File: config.mk
export PLATFORM = sky130hd
export DESIGN_NAME = lsu_axi_master
export DESIGN_NICKNAME = d
export VERILOG_FILES = /design/src/rtl/lsu_pkg.sv /design/src/rtl/lsu_load_extract.sv /design/src/rtl/lsu_axi_master.sv
export SDC_FILE = /design/constraint.sdc
export NUM_CORES = 1
export LEC_CHECK = 0
export ABC_AREA = 0
export CAP_MARGIN = 25
export CORE_UTILIZATION = 46
export DETAILED_ROUTE_END_ITERATION = 8
export GPL_ROUTABILITY_DRIVEN = 0
export HOLD_SLACK_MARGIN = 0.1
export PLACE_DENSITY = 0.95
export SLEW_MARGIN = 25
export SYNTH_ARGS = -nofsm -noshare
export SYNTH_HDL_FRONTEND = slang
export SYNTH_SLANG_ARGS = --single-unit
File: constraint.sdc
create_clock -name clk -period 8.5 [get_ports clk]
set_clock_uncertainty 0.1 [all_clocks]
set_input_delay 1.7 -clock clk [delete_from_list [all_inputs] [get_ports clk]]
set_output_delay 1.7 -clock clk [all_outputs]
set_load 0.02 [all_outputs]
File: src/rtl/lsu_pkg.sv
// Shared types and constants for the LSU AXI-lite master: state encoding,
// load/store op codes, AXI response codes and strobe width.
package lsu_pkg;

  typedef enum logic [2:0] {
    ST_IDLE,
    ST_AR,
    ST_R,
    ST_AW_W,
    ST_B,
    ST_DONE
  } lsu_state_e;

  localparam logic [2:0] LSU_OP_B  = 3'd0;
  localparam logic [2:0] LSU_OP_H  = 3'd1;
  localparam logic [2:0] LSU_OP_W  = 3'd2;
  localparam logic [2:0] LSU_OP_BU = 3'd4;
  localparam logic [2:0] LSU_OP_HU = 3'd5;

  localparam logic [1:0] AXI_RESP_OKAY = 2'b00;

  localparam int STRB_W = 8;

  // Halfword (signed or unsigned) on an odd address, or word off a 4-byte boundary.
  function automatic logic is_misaligned(input logic [2:0] op, input logic [1:0] addr_lo);
    return ((op == LSU_OP_H || op == LSU_OP_HU) && addr_lo[0]) ||
           ((op == LSU_OP_W) && (addr_lo != 2'b00));
  endfunction

endpackage

File: src/rtl/lsu_load_extract.sv
// Combinational load formatter: selects the byte/half lane from the raw bus
// word and sign- or zero-extends it; flags op codes that are not loads.
module lsu_load_extract
  import lsu_pkg::*;
(
  input  logic [1:0]  addr_lo,
  input  logic [2:0]  op,
  input  logic [31:0] raw,
  output logic [31:0] result,
  output logic        illegal
);

  logic [7:0]  byte_lane;
  logic [15:0] half_lane;

  always_comb begin
    byte_lane = raw[8*addr_lo +: 8];
    half_lane = addr_lo[1] ? raw[31:16] : raw[15:0];
    result    = '0;
    illegal   = 1'b0;
    case (op)
      LSU_OP_B:  result = {{24{byte_lane[7]}}, byte_lane};
      LSU_OP_H:  result = {{16{half_lane[15]}}, half_lane};
      LSU_OP_W:  result = raw;
      LSU_OP_BU: result = {24'd0, byte_lane};
      LSU_OP_HU: result = {16'd0, half_lane};
      default:   illegal = 1'b1;
    endcase
  end

endmodule

File: src/rtl/lsu_axi_master.sv
// Single-outstanding AXI-lite master for the NPC load/store unit.
// Optional macro LSU_MISALIGN_CHECK_EN rejects misaligned half/word accesses without a bus cycle.
module lsu_axi_master
  import lsu_pkg::*;
#(
  parameter int ADDR_W = 32,
  parameter int DATA_W = 32
) (
  input  logic              clk,
  input  logic              rst,
  input  logic              req_valid,
  output logic              req_ready,
  input  logic              req_wen,
  input  logic [2:0]        req_op,
  input  logic [ADDR_W-1:0] req_addr,
  input  logic [DATA_W-1:0] req_wdata,
  output logic              resp_valid,
  output logic [DATA_W-1:0] resp_rdata,
  output logic              resp_err,
  output logic              mem_awvalid,
  input  logic              mem_awready,
  output logic [ADDR_W-1:0] mem_awaddr,
  output logic              mem_wvalid,
  input  logic              mem_wready,
  output logic [DATA_W-1:0] mem_wdata,
  output logic [STRB_W-1:0] mem_wstrb,
  input  logic              mem_bvalid,
  output logic              mem_bready,
  input  logic [1:0]        mem_bresp,
  output logic              mem_arvalid,
  input  logic              mem_arready,
  output logic [ADDR_W-1:0] mem_araddr,
  input  logic              mem_rvalid,
  output logic              mem_rready,
  input  logic [DATA_W-1:0] mem_rdata,
  input  logic [1:0]        mem_rresp
);

`ifdef LSU_MISALIGN_CHECK_EN
  localparam bit MisalignChk = 1'b1;
`else
  localparam bit MisalignChk = 1'b0;
`endif

  lsu_state_e        state_q, state_d;
  logic [ADDR_W-1:0] addr_q, addr_d;
  logic [2:0]        op_q, op_d;
  logic [DATA_W-1:0] wdata_q, wdata_d;
  logic [3:0]        strb_q, strb_d;
  logic              aw_done_q, aw_done_d;
  logic              w_done_q, w_done_d;
  logic [DATA_W-1:0] rdata_q, rdata_d;
  logic              err_q, err_d;

  logic [31:0] ext_result;
  logic        ext_illegal;
  logic        aw_hs, w_hs, rd_err;

  lsu_load_extract u_extract (
    .addr_lo (addr_q[1:0]),
    .op      (op_q),
    .raw     (mem_rdata),
    .result  (ext_result),
    .illegal (ext_illegal)
  );

  assign aw_hs  = mem_awvalid && mem_awready;
  assign w_hs   = mem_wvalid && mem_wready;
  assign rd_err = (mem_rresp != AXI_RESP_OKAY) || ext_illegal;

  always_comb begin
    state_d   = state_q;
    addr_d    = addr_q;
    op_d      = op_q;
    wdata_d   = wdata_q;
    strb_d    = strb_q;
    aw_done_d = aw_done_q;
    w_done_d  = w_done_q;
    rdata_d   = rdata_q;
    err_d     = err_q;
    unique case (state_q)
      ST_IDLE: begin
        if (req_valid) begin
          addr_d    = req_addr;
          op_d      = req_op;
          aw_done_d = 1'b0;
          w_done_d  = 1'b0;
          rdata_d   = '0;
          err_d     = 1'b0;
          wdata_d   = '0;
          strb_d    = 4'h0;
          if (req_wen) begin
            case (req_op)
              LSU_OP_B: begin
                wdata_d = {4{req_wdata[7:0]}};
                strb_d  = 4'b0001 << req_addr[1:0];
              end
              LSU_OP_H: begin
                wdata_d = {2{req_wdata[15:0]}};
                strb_d  = 4'b0011 << req_addr[1:0];
              end
              default: begin
                wdata_d = req_wdata;
                strb_d  = 4'hF;
              end
            endcase
          end
          if (MisalignChk && is_misaligned(req_op, req_addr[1:0])) begin
            err_d   = 1'b1;
            state_d = ST_DONE;
          end else if (req_wen) begin
            // Store op codes beyond b/h/w have no defined strobe pattern; reject off-bus.
            if (req_op == LSU_OP_B || req_op == LSU_OP_H || req_op == LSU_OP_W) begin
              state_d = ST_AW_W;
            end else begin
              err_d   = 1'b1;
              state_d = ST_DONE;
            end
          end else begin
            state_d = ST_AR;
          end
        end
      end
      ST_AW_W: begin
        aw_done_d = aw_done_q | aw_hs;
        w_done_d  = w_done_q | w_hs;
        if (aw_done_d && w_done_d) begin
          if (mem_bvalid) begin
            err_d   = (mem_bresp != AXI_RESP_OKAY);
            state_d = ST_DONE;
          end else begin
            state_d = ST_B;
          end
        end
      end
      ST_B: begin
        if (mem_bvalid) begin
          err_d   = (mem_bresp != AXI_RESP_OKAY);
          state_d = ST_DONE;
        end
      end
      ST_AR: begin
        if (mem_arready) state_d = ST_R;
      end
      ST_R: begin
        if (mem_rvalid) begin
          err_d   = rd_err;
          rdata_d = rd_err ? '0 : ext_result;
          state_d = ST_DONE;
        end
      end
      ST_DONE: state_d = ST_IDLE;
      default: state_d = ST_IDLE;
    endcase
  end

  always_ff @(posedge clk or posedge rst) begin
    if (rst) begin
      state_q   <= ST_IDLE;
      addr_q    <= '0;
      op_q      <= '0;
      wdata_q   <= '0;
      strb_q    <= '0;
      aw_done_q <= 1'b0;
      w_done_q  <= 1'b0;
      rdata_q   <= '0;
      err_q     <= 1'b0;
    end else begin
      state_q   <= state_d;
      addr_q    <= addr_d;
      op_q      <= op_d;
      wdata_q   <= wdata_d;
      strb_q    <= strb_d;
      aw_done_q <= aw_done_d;
      w_done_q  <= w_done_d;
      rdata_q   <= rdata_d;
      err_q     <= err_d;
    end
  end

  assign req_ready   = (state_q == ST_IDLE);
  assign mem_arvalid = (state_q == ST_AR);
  assign mem_rready  = (state_q == ST_R);
  assign mem_awvalid = (state_q == ST_AW_W) && !aw_done_q;
  assign mem_wvalid  = (state_q == ST_AW_W) && !w_done_q;
  assign mem_bready  = (state_q == ST_AW_W) || (state_q == ST_B);
  assign mem_awaddr  = addr_q;
  assign mem_araddr  = addr_q;
  assign mem_wdata   = wdata_q;
  assign mem_wstrb   = {4'h0, strb_q};
  assign resp_valid  = (state_q == ST_DONE);
  assign resp_rdata  = (state_q == ST_DONE) ? rdata_q : '0;
  assign resp_err    = (state_q == ST_DONE) && err_q;

endmodule

After elaboration in Yosys (flattened, before gate mapping)
Index checks and enable logic that the tools add are counted.
{"block": "word_totals", "ff_bits": 109, "input_bits": 112, "out_inout_bits": 144, "wordCells": 87}
{"block": "op_classes", "eq_ne": 16, "shift": 3, "muxes": 31, "bitwise_logic": 2, "n_reduce_logical": 26}
{"cell": "$mux W32", "count": 5}
{"cell": "$pmux W32 S5", "count": 1}
{"cell": "$pmux W32 S2", "count": 2}
{"cell": "$shiftx A32 B6 Y8", "count": 1}
{"cell": "$mux W3", "count": 7}
{"cell": "$mux W16", "count": 1}
{"cell": "$pmux W3 S5", "count": 1}
{"cell": "$eq A3 B2 Y1 const B", "count": 4}
{"cell": "$eq A3 B3 Y1 const B", "count": 4}
{"cell": "$eq A3 B1 Y1 const B", "count": 3}
{"cell": "$logic_not A3 Y1", "count": 3}
{"cell": "$mux W1", "count": 9}
{"cell": "$ne A2 B2 Y1 const B", "count": 4}
{"cell": "$pmux W4 S2", "count": 1}
{"cell": "$reduce_bool A2 Y1", "count": 4}
{"cell": "$logic_and A1 B1 Y1", "count": 6}
{"cell": "$reduce_and A5 Y1", "count": 1}
{"cell": "$reduce_or A5 Y1", "count": 1}
{"cell": "$logic_or A1 B1 Y1", "count": 4}
{"cell": "$mux W4", "count": 1}
{"cell": "$pmux W1 S2", "count": 2}
{"cell": "$pmux W1 S4", "count": 1}
{"cell": "$reduce_and A2 Y1", "count": 2}
{"cell": "$reduce_and A4 Y1", "count": 1}
{"cell": "7 further kinds", "count": 9}

Logic depth before layout (Yosys ltp)
{"block": "logic_depth", "depth_word": 7, "mapped_depth": 7, "ltp_nobuf": 4}

Hierarchy
Synthesis repeated with hierarchy kept, for this count alone.
{"block": "hier_totals", "hier_cells": 655, "hier_area_um2": 5960.7}
{"mod": "lsu_axi_master", "n_inst": 1, "cells_each": 539, "area_per_inst_um2": 5138.7, "seq_area_each_um2": 2727.6}
{"mod": "lsu_load_extract", "n_inst": 1, "cells_each": 116, "area_per_inst_um2": 822.0, "seq_area_each_um2": 0.0}

Least setup slack after synthesis
OpenSTA, ideal clock, no wires.
{"block": "synth_path", "path_type": "register to output", "startpoint": "register state_q[0]", "endpoint": "output resp_rdata[22]", "t_arrival_ns": 1.321, "t_required_ns": 6.700, "slack_ns": 5.379, "stages_incl_launch_ff": 5, "n_path_buf": 2, "path_cell_list": "dfrtp_1 -> buf_2 -> and3b_1 -> buf_2 -> and2_1"}
{"block": "synth_between", "elab_chain_cells": 2}
{"item": "from (decl)", "line_no": "lsu_axi_master.sv:45", "rtl": "lsu_state_e state_q, state_d;"}
{"item": "from (signal assigned)", "line_no": "lsu_axi_master.sv:169", "rtl": "state_q <= state_d;"}
{"item": "$eq A3 B3 Y1"}
{"item": "named net resp_valid", "line_no": "lsu_axi_master.sv:17", "rtl": "output logic resp_valid,"}
{"item": "$mux W32", "line_no": "lsu_axi_master.sv:192", "rtl": "assign resp_rdata = (state_q == ST_DONE) ? rdata_q : '0;"}
{"item": "to (decl)", "line_no": "lsu_axi_master.sv:18", "rtl": "output logic [DATA_W-1:0] resp_rdata,"}
The timed path passes the listed nets, and every way through them passes these cells.

Final worst setup path
{"block": "layout_path", "startpoint": "register state_q[1]", "endpoint": "output resp_rdata[12]"}
{"block": "layout_between", "elab_chain_cells": 2}
{"item": "$eq A3 B3 Y1", "line_no": "lsu_axi_master.sv:192"}
{"item": "$mux W32", "line_no": "lsu_axi_master.sv:192"}
Every way passes these cells.

==> metrics.txt <==
CP required=6.70 ns; Seq cells post-synth=109; synthesized area=5685 um2; crit end category=output port; area of the multi-input gates=between 2000 and 3000 um2; initial antenna violation count=0; Netlist cell types=43; Via-to-Cell Ratio=5.492; Port Buffers=about 250; DP Cell Count=roughly 910; GRT overflow=0; Vias=5058; critical path fanouts, max=34; Die Span Y=roughly 110 um; worst min path class=reg -> reg; GRT Total Usage=between 20% and 30%; CTS Buf Count=9; R2R cell count=4; Synth warnings=0; RR Startpoint=mem_araddr[1]; Hold Path Origin=rdata_q[4]; leading cell types by count after synthesis=dfrtp_1 (109), nand2_1 (84), nor2_1 (47), mux2_2 (45); Starting Density=a little under half; Post-synth ARST share=100.0%; max-slew violations=0; CTS tree=yes; final WL=16600 um; die area=approximately 13000 um2; Post-route DRC=0; synth-to-layout area growth=45.77%; Worst-Margin Slew=0.9808 ns; core area=approximately 12000 um2; first-pass GRT wire length=between 20000 and 30000 um; endpoints failing hold=0; RSZ-0062 raised after global routing=false; Crit Path Class=reg -> out; Worst path slowest cell=and3b_1; H-tree Lvls=3; die width=113.2 um; top_reg_cell synth=dfrtp_1; most frequent cell after synthesis=dfrtp_1; clock buffer depth=2; flop-to-flop setup slack=5.97 ns; HPWL after DPL=about 12000 um; Post-DP Area=7970 um2; status=finished clean; Clock Latency Late Sink=roughly 0.35 ns; RR Endpoint=rdata_q[25]; CP Cell Sequence=and3b_1 -> and2_1 -> clkdlybuf4s50_1; CTS root buf=clkbuf_16; Min-Delay Path Depth=2; FP Rows=40; Finished Cell Area=8288 um2; vias in the first global route=5216; final worst-path cycle share=54.46%; I/O pin total=about 260; Synth Area per Inst=9.888 um2; arrival time worst endpoint=2.83 ns; peak per-stage delay on the critical path=0.96 ns; number of setup violations in the final report=0; first drt pass iteration count=5; Leak=3.461 nW; final worst path period need=4.629 ns; Max-cap violations=0; Seq/Total Area, Yosys=a little under half; Sequential cell area=around 2700 um2; Hold Crit Endpoint=rdata_q[4]; final instance count without filler cells=921; ant diodes=0; startpoint class of the critical path=register; layout cell share with drive strength beyond 1=between 9 and 10%; Area contributors post-synth=dfrtp_1 (48%), mux2_2 (8.9%), nand2_1 (5.5%); FMAX=0.2160 GHz; fillcell total=887; EDFF count, synth=0; nets=881; most area-hungry cell type in the Yosys netlist=dfrtp_1; # Post-CTS Setup Buffers=0; Worst-path clk slew=0.07 ns; worst vdd ir=~0.26 mV; PwrDens=347.3 nW/um2; final setup TNS=0 ns; Initial DRC Count=~330; Power Total=2.878 mW; PostCTS Resize Cnt=0; post-synth top area share=47.98%; Max transition margin=approximately a third; Hold Buf Count CTS=0; WL/cell=18.02 um; Sink Count=109; post-route ant nets=0; Hold Slack=between 0.3 and 0.4 ns; cell count after synthesis=575; largest net degree at the start of global routing=97
[where the power goes]
part | internal [mW] | switching, mW
Clock | 0.236 | 0.191
Sequential | 0.716 | 0.195
Combinational | 0.738 | 0.801
[worst max-delay path by stage]
stage                     from        endpoint  depth (start not counted)
finish              state_q[1]  resp_rdata[12]                          3
floorplan                  rst       aw_done_q                          1
global placement    state_q[1]  resp_rdata[10]                          3
CTS                 state_q[1]  resp_rdata[12]                          3
global route        state_q[1]  resp_rdata[12]                          3
detailed placement  state_q[1]  resp_rdata[12]                          3
[worst max-delay path, delay by kind of cell, from the launching register on]
family        cells  cell delay, ns
simple gates      2            1.24
buf+inv           1            0.66
flops             1            0.59
[layer usage]
layer | vias up | share of wire, % | global-route usage (%) | wire length, um
li1 | 2351 | - | - | -
met1 | 2426 | 38 | 30.77 | 6374
met2 | 247 | 50 | 45.32 | 8232
met3 | 34 | 9.0 | 8.195 | 1499
met4 | 0 | 3.0 | 11.58 | 495
met5 | - | 0 | 0 | 0
[final cells by class]
cell class | instances | share of cell area, %
multi-input cells | 390 | 30.36
inverters | 4 | 0.2114
well taps | 147 | 2.219
flip-flops and latches | 109 | 32.91
clock buffers | 10 | 2.883
repair buffers | 255 | 30.68
clock inverters | 6 | 0.7397
[cell families (layout without fill, tap and decap cells)]
group           after synthesis  after routing  synth area share [%]
simple gates                188            188                 15.76
compound gates              133            133                 15.07
flops                       109            109                 47.98
buf+inv                      79            275                 8.407
mux                          65             65                 12.72
other cells                   1              4               0.06596
[placed cells by master (no fill, tap or decap), types with 7 or more instances in the layout]
cell type        netlist  layout
a21oi_1                7       7
and2_1                33      33
o31ai_1               24      24
a211oi_1               8       8
mux2i_1               18      18
dfrtp_1              109     109
clkdlybuf4s50_1        0     251
a221oi_1               8       8
clkbuf_16              0       9
nor2_1                47      46
nand2_1               84      83
o21ai_1               19      19
mux2_2                45      45
a22oi_1               18      18
o21ai_0               40      40
[stage by stage]
stage	util, %	setup WS, ns
after global placement	66.35	4.516
final	69.00	3.871
after global routing	69.00	3.741
after CTS	68.85	3.889
after floorplan	-	3.826
after detailed placement	66.35	4.322
[sequential cells by signal, indices dropped and copies added, names as in the netlist]
signal      flops
strb_q          4
op_q            3
mem_araddr     32
mem_wdata      32
err_q           1
aw_done_q       1
state_q         3
w_done_q        1
rdata_q        32
No activity file was read; power rests on OpenSTA's default activity.
